## config.mk

```make
export PLATFORM = sky130hd
export DESIGN_NAME = csr_reg
export DESIGN_NICKNAME = d
export VERILOG_FILES = /design/src/rtl/csr_reg.sv
export SDC_FILE = /design/constraint.sdc
export NUM_CORES = 1
export LEC_CHECK = 0
export CELL_PAD_IN_SITES_DETAIL_PLACEMENT = 1
export CELL_PAD_IN_SITES_GLOBAL_PLACEMENT = 1
export CORE_UTILIZATION = 36
export CTS_CLUSTER_SIZE = 24
export DETAILED_ROUTE_END_ITERATION = 10
export PLACE_DENSITY_LB_ADDON = 0.3
export SLEW_MARGIN = 10
export SYNTH_ARGS = -nofsm -noshare
export SYNTH_HDL_FRONTEND = slang
export SYNTH_SLANG_ARGS = --single-unit
```

## constraint.sdc

```tcl
create_clock -name clk_i -period 6.2 [get_ports clk_i]
set_input_delay 1.55 -clock clk_i [delete_from_list [all_inputs] [get_ports clk_i]]
set_output_delay 1.55 -clock clk_i [all_outputs]
set_load 0.05 [all_outputs]
```

## src/rtl/csr_reg.sv

```systemverilog
// Machine-mode CSR file: mstatus/misa/mie/mtvec/mscratch/mepc/mcause/mip/mhartid + optional cycle counter.
// Latency: reads are combinational from registered state (no write bypass); writes, traps and mret commit at the next edge.
// Backpressure: none; every request is accepted in its cycle. Optional 64-bit mcycle counter is enabled by CSR_CYCLE_EN.
module csr_reg #(
    parameter logic [31:0] MTVEC_RST = 32'h0000_0000,
    parameter logic [31:0] MHARTID   = 32'h0000_0000,
    parameter logic [31:0] MISA_VAL  = 32'h4000_0100
) (
    input  logic        clk_i,
    input  logic        rst_i,
    input  logic [11:0] csr_raddr_i,
    output logic [31:0] csr_rdata_o,
    input  logic        csr_we_i,
    input  logic [11:0] csr_waddr_i,
    input  logic [31:0] csr_wdata_i,
    input  logic        trap_i,
    input  logic [31:0] trap_cause_i,
    input  logic [31:0] trap_pc_i,
    input  logic        mret_i,
    output logic [31:0] mtvec_o,
    output logic [31:0] mepc_o,
    output logic        mie_global_o
);

    localparam logic [11:0] ADDR_MSTATUS  = 12'h300;
    localparam logic [11:0] ADDR_MISA     = 12'h301;
    localparam logic [11:0] ADDR_MIE      = 12'h304;
    localparam logic [11:0] ADDR_MTVEC    = 12'h305;
    localparam logic [11:0] ADDR_MSCRATCH = 12'h340;
    localparam logic [11:0] ADDR_MEPC     = 12'h341;
    localparam logic [11:0] ADDR_MCAUSE   = 12'h342;
    localparam logic [11:0] ADDR_MIP      = 12'h344;
    localparam logic [11:0] ADDR_MCYCLE   = 12'hB00;
    localparam logic [11:0] ADDR_MCYCLEH  = 12'hB80;
    localparam logic [11:0] ADDR_MHARTID  = 12'hF14;

    // Only the machine software/timer/external enables are implemented in mie.
    localparam logic [31:0] MIE_MASK   = 32'h0000_0888;
    // Trap vector and return address are always word aligned.
    localparam logic [31:0] ALIGN_MASK = 32'hFFFF_FFFC;

    // mstatus is kept as its two live bits; MPP is hardwired to machine mode.
    logic        mstatus_mie_q,  mstatus_mie_d;
    logic        mstatus_mpie_q, mstatus_mpie_d;
    logic [31:0] mie_q,      mie_d;
    logic [31:0] mtvec_q,    mtvec_d;
    logic [31:0] mscratch_q, mscratch_d;
    logic [31:0] mepc_q,     mepc_d;
    logic [31:0] mcause_q,   mcause_d;
`ifdef CSR_CYCLE_EN
    logic [63:0] mcycle_q,   mcycle_d;
`endif

    logic [31:0] mstatus_rd;
    logic        hw_owns_trap_state;
    logic        wr_mstatus;
    logic        wr_mie;
    logic        wr_mtvec;
    logic        wr_mscratch;
    logic        wr_mepc;
    logic        wr_mcause;
`ifdef CSR_CYCLE_EN
    logic        wr_mcycle;
    logic        wr_mcycleh;
`endif

    // A trap or mret owns mstatus/mepc/mcause for the cycle, so software writes to them are dropped.
    assign hw_owns_trap_state = trap_i | mret_i;

    // Software write strobes per CSR; writes to read-only or unmapped addresses decode to nothing.
    always_comb begin
        wr_mstatus  = csr_we_i && (csr_waddr_i == ADDR_MSTATUS) && !hw_owns_trap_state;
        wr_mie      = csr_we_i && (csr_waddr_i == ADDR_MIE);
        wr_mtvec    = csr_we_i && (csr_waddr_i == ADDR_MTVEC);
        wr_mscratch = csr_we_i && (csr_waddr_i == ADDR_MSCRATCH);
        wr_mepc     = csr_we_i && (csr_waddr_i == ADDR_MEPC)   && !hw_owns_trap_state;
        wr_mcause   = csr_we_i && (csr_waddr_i == ADDR_MCAUSE) && !hw_owns_trap_state;
`ifdef CSR_CYCLE_EN
        wr_mcycle   = csr_we_i && (csr_waddr_i == ADDR_MCYCLE);
        wr_mcycleh  = csr_we_i && (csr_waddr_i == ADDR_MCYCLEH);
`endif
    end

    // Next-state for mstatus: trap beats mret beats software write.
    always_comb begin
        mstatus_mie_d  = mstatus_mie_q;
        mstatus_mpie_d = mstatus_mpie_q;
        if (trap_i) begin
            mstatus_mpie_d = mstatus_mie_q;
            mstatus_mie_d  = 1'b0;
        end else if (mret_i) begin
            mstatus_mie_d  = mstatus_mpie_q;
            mstatus_mpie_d = 1'b1;
        end else if (wr_mstatus) begin
            mstatus_mie_d  = csr_wdata_i[3];
            mstatus_mpie_d = csr_wdata_i[7];
        end
    end

    // Next-state for trap bookkeeping: a trap captures PC and cause; mret leaves them alone.
    always_comb begin
        mepc_d   = mepc_q;
        mcause_d = mcause_q;
        if (trap_i) begin
            mepc_d   = trap_pc_i & ALIGN_MASK;
            mcause_d = trap_cause_i;
        end else if (wr_mepc) begin
            mepc_d   = csr_wdata_i & ALIGN_MASK;
        end else if (wr_mcause) begin
            mcause_d = csr_wdata_i;
        end
    end

    // Next-state for plain software CSRs; these commit even in trap/mret cycles.
    always_comb begin
        mie_d      = mie_q;
        mtvec_d    = mtvec_q;
        mscratch_d = mscratch_q;
        if (wr_mie) begin
            mie_d = csr_wdata_i & MIE_MASK;
        end
        if (wr_mtvec) begin
            mtvec_d = csr_wdata_i & ALIGN_MASK;
        end
        if (wr_mscratch) begin
            mscratch_d = csr_wdata_i;
        end
    end

`ifdef CSR_CYCLE_EN
    // Cycle counter: a software write to either half replaces it and suppresses that cycle's increment.
    always_comb begin
        mcycle_d = mcycle_q + 64'd1;
        if (wr_mcycle) begin
            mcycle_d = {mcycle_q[63:32], csr_wdata_i};
        end else if (wr_mcycleh) begin
            mcycle_d = {csr_wdata_i, mcycle_q[31:0]};
        end
    end
`endif

    // State registers with synchronous reset; MPP needs no storage since it always reads 2'b11.
    always_ff @(posedge clk_i) begin
        if (rst_i) begin
            mstatus_mie_q  <= 1'b0;
            mstatus_mpie_q <= 1'b0;
            mie_q          <= 32'h0;
            mtvec_q        <= MTVEC_RST & ALIGN_MASK;
            mscratch_q     <= 32'h0;
            mepc_q         <= 32'h0;
            mcause_q       <= 32'h0;
        end else begin
            mstatus_mie_q  <= mstatus_mie_d;
            mstatus_mpie_q <= mstatus_mpie_d;
            mie_q          <= mie_d;
            mtvec_q        <= mtvec_d;
            mscratch_q     <= mscratch_d;
            mepc_q         <= mepc_d;
            mcause_q       <= mcause_d;
        end
    end

`ifdef CSR_CYCLE_EN
    // Counter register kept separate so the default build carries no counter flops.
    always_ff @(posedge clk_i) begin
        if (rst_i) begin
            mcycle_q <= 64'h0;
        end else begin
            mcycle_q <= mcycle_d;
        end
    end
`endif

    assign mstatus_rd = {19'b0, 2'b11, 3'b0, mstatus_mpie_q, 3'b0, mstatus_mie_q, 3'b0};

    // Read mux straight off the registers; unmapped addresses read zero.
    always_comb begin
        csr_rdata_o = 32'h0;
        case (csr_raddr_i)
            ADDR_MSTATUS:  csr_rdata_o = mstatus_rd;
            ADDR_MISA:     csr_rdata_o = MISA_VAL;
            ADDR_MIE:      csr_rdata_o = mie_q;
            ADDR_MTVEC:    csr_rdata_o = mtvec_q;
            ADDR_MSCRATCH: csr_rdata_o = mscratch_q;
            ADDR_MEPC:     csr_rdata_o = mepc_q;
            ADDR_MCAUSE:   csr_rdata_o = mcause_q;
            ADDR_MIP:      csr_rdata_o = 32'h0;
`ifdef CSR_CYCLE_EN
            ADDR_MCYCLE:   csr_rdata_o = mcycle_q[31:0];
            ADDR_MCYCLEH:  csr_rdata_o = mcycle_q[63:32];
`else
            ADDR_MCYCLE:   csr_rdata_o = 32'h0;
            ADDR_MCYCLEH:  csr_rdata_o = 32'h0;
`endif
            ADDR_MHARTID:  csr_rdata_o = MHARTID;
            default:       csr_rdata_o = 32'h0;
        endcase
    end

    assign mtvec_o      = mtvec_q;
    assign mepc_o       = mepc_q;
    assign mie_global_o = mstatus_mie_q;

endmodule

```

### Word level (Yosys, flattened, before mapping)

Cells that the tools add are included.

* bits in registers: 129

* reductions and logical operators: 16
* equal/unequal tests: 14
* muxes and demuxes: 11
* bitwise gates (word level): 1

Operators by type and width (number)
* $pmux W32 S7: 1
* $mux W32: 5
* $eq A12 B10 Y1 const B: 13
* $logic_and A1 B1 Y1: 9
* $reduce_bool A2 Y1: 3
* $mux W1: 5
* $reduce_bool A3 Y1: 1
* $ne A2 B2 Y1 const B: 1
* $reduce_and A2 Y1: 1
* $reduce_or A2 Y1: 1
* $logic_not A1 Y1: 1
* $or A1 B1 Y1: 1

### Depth between registers and ports, before layout

* depth after elaboration: 6
* mapped depth: 7
* depth with buffers taken out: 4

### Worst setup path before layout

No wires, ideal clock.

* kind: in2out
* from: in csr_raddr_i[3]
* to: out csr_rdata_o[12]
* setup slack: 1.330 ns
* path buffers: 2
* data arrival time: 3.320 ns
* stages: 5
* cells stage by stage: buf_2 > nor4b_2 > buf_2 > a32oi_1 > a21oi_1

* word-level cells in the longest chain between the ends: 2

RTL lines
* start, declared: RTL line 11 `input logic [11:0] csr_raddr_i,`
* $eq A12 B10 Y1: RTL line 179 `case (csr_raddr_i)`
* $pmux W32 S7 *: RTL line 179
* end, declared: RTL line 12 `output logic [31:0] csr_rdata_o,`

Every way passes the cells marked *; elsewhere a longest branch is shown, timed or not.

### Worst setup path in the final report

* from: in csr_raddr_i[3]
* to: out csr_rdata_o[7]

The elaborated chain is that of the path after synthesis.

==> out/qor.yml <==
areaGrowthSynthToFinish_pct: 47.6
cts_tree: "yes"
clock_path_buffers: 2
cts-htree-levels: 4
ir_worst_vdd_mv: 0.203
critPathLaunchType: "input pin"
root_buffer: "clkbuf_16"
cellPowerDensity_nw_per_um2: 238
path_class: "in2out"
fillCellCount: 2035
clkSinkCount: 129
synth_ff_type: "dfxtp_1"
fin_ws_ps: 619
synth_most_common_cell: "dfxtp_1"
wirelength_um: 24300
syn_avg_cell_area_um2: 8.44
synth-edff-count: 0
drc_errors: 0
synth_top_area_share_pct: 39.2
pre_cts_slack_ps: 621
regArea_um2: 2580
cts_buffers: 17
place_hpwl_um: 15600
coreArea_um2: 18000
power_frac_seq_pct: 38.1
grt_first_pass_wirelength_um: 37500
netlist_area_um2: 6590
grt_usage_pct: 26.1
intPower_w: 0.00175
wl_per_cell_um: 20.2
setup_viol: 0
insertion_delay_ps: 410
max-slew-margin-rel_pct: 22.8
cts-hold-fix-buffers: 0
required_ps: 4650
fin_crit_ps: 5580
crit_fanout: 7
ys_top_cells_by_area: "dfxtp_1 (39%), nor2_1 (7.3%), mux2_2 (5.6%)"
drive_gt1_share_pct: 13.3
drt_iter0_drc: 507
p_comb_share_pct: 13.6
antenna_found_initial: 0
switching_share_pct: 24.4
p_clk_share_pct: 48.3
fin_skew_ps: 1.99
crit_arrival_ps: 4030
timing.fmax_mhz: 179
drv_cap: 0
fp.dieH_um: 137
end_kind: "output port"
port_buffers: 215
p_switching_w: 0.000565
die_w_um: 137
grt-ovfl-total: 0
worst_slew_pin_slew_ps: 1160
drv_slew: 0
gp_congestion: 0.795
power_w: 0.00231
io_pins: 222
synthArstFlopShare_pct: 0
timing.hold.ws_ps: 451
antenna_cells_inserted: 0
ys_seq_area_share_pct: 39.2
dieArea_um2: 18800
utilization_pct: 54.1
nets: 1083
initial_core_util_pct: 36.7
leakagePower_nw: 3.63
yosysUniqueCellTypes: 49
syn_inst: 780
rsz0062_at_grt: "no"
via_per_inst: 5.63
yosysTopAreaCell: "dfxtp_1"
post_cts.repair.setup_buffers: 0
grt_max_degree: 78
hp-class: "reg2reg"
finalSetupTns_ps: 0
rows: 49
hold_viol_final: 0
status: "finished, final reports clean"
multi_input_area_um2: 3620
ys_top_cells_by_count: "dfxtp_1 (129), nor2_1 (128), a21oi_1 (69)"
synth_warnings: 0
vias: 6753
cts.clk_slew.worst_paths_ps: 60
synth_seq_cells: 129
cts_resized: 0
ant_nets: 0
first_pass_iters: 5
grt_pass1_vias: 6795
min_period_over_period_pct: 90.0
flip-flops by register name, summed over array words and instances, names as in the netlist:
register,flops
mcause_q,32
mtvec_o,30
mepc_o,30
mscratch_q,32
mie_q,3
mie_global_o,1
mstatus_mpie_q,1
final timing paths:
kind,slack [ps],depth (start not counted),endpoint,from
worst min-delay path,450,2,mscratch_q[29],mscratch_q[29]
worst max-delay path,620,6,csr_rdata_o[7],csr_raddr_i[3]
worst min register to register,450,2,mscratch_q[29],mscratch_q[29]
worst max register to register,5260,3,mstatus_mpie_q,mie_global_o
final cells by class:
cell class              instances  area share, %
clock buffers                  22           4.88
clock inverters                10           1.85
inverters                       4          0.154
multi-input cells             572           37.2
flip-flops and latches        129           26.6
well taps                     229           2.95
repair buffers                234           26.4
cells in the final DEF (no fill, tap or decap), types with 5 or more instances in the layout:
master           instances
clkdlybuf4s50_1        182
dfxtp_1                129
nor2_1                 128
a21oi_1                 69
nand2_1                 64
mux2i_1                 37
nor3_1                  34
mux2_2                  33
nor3b_1                 32
a211oi_1                32
nor4_1                  30
buf_12                  28
a22oi_1                 26
a221o_1                 26
buf_4                   24
clkbuf_16               17
nand3_1                  6
nor2b_1                  5
nand4_1                  5
bufinv_16                5
metrics by stage:
step | std cells | area [µm²]
6_report | 1200 | 9720
3_5_place_dp | 1168 | 9070
3_3_place_gp | 1168 | 9070
2_1_floorplan | 783 | 6600
4_1_cts | 1200 | 9720
5_1_grt | 1200 | 9720
logic make-up (layout without fill, tap and decap cells):
kind of cell           Yosys count  count (layout)  synth area share (%)
muxes                           70              70                  11.3
buffers and inverters           82             270                  6.42
and+or+nand+nor                330             330                  25.4
other                            1               4                0.0569
DFF                            129             129                  39.2
AOI/OAI and AO/OA              168             168                  17.6
critical path, cell delays in order:
cell,delay [ps]
clkdlybuf4s50_1,600
or3b_4,490
nor2_1,220
nand3_1,120
a31oi_1,190
clkdlybuf4s50_1,860
per-layer routing:
layer	vias up	GRT usage (%)	routed length, µm
met2	202	42.7	11500
met5	-	0	0
met1	3342	34.1	11100
met4	0	8.55	407
li1	3181	-	-
met3	28	5.52	1360
power by group through the flow:
stage	clock (W)	combinational [W]	sequential (W)
finish	0.00112	0.000315	0.000881
CTS	0.00113	0.000315	0.000881
global route	0.00116	0.000337	0.000885
floorplan	0	0.000119	0.000940
detailed placement	0	0.000311	0.000898
global placement	0	0.000306	0.000897
(Power assumes the default switching activity.)
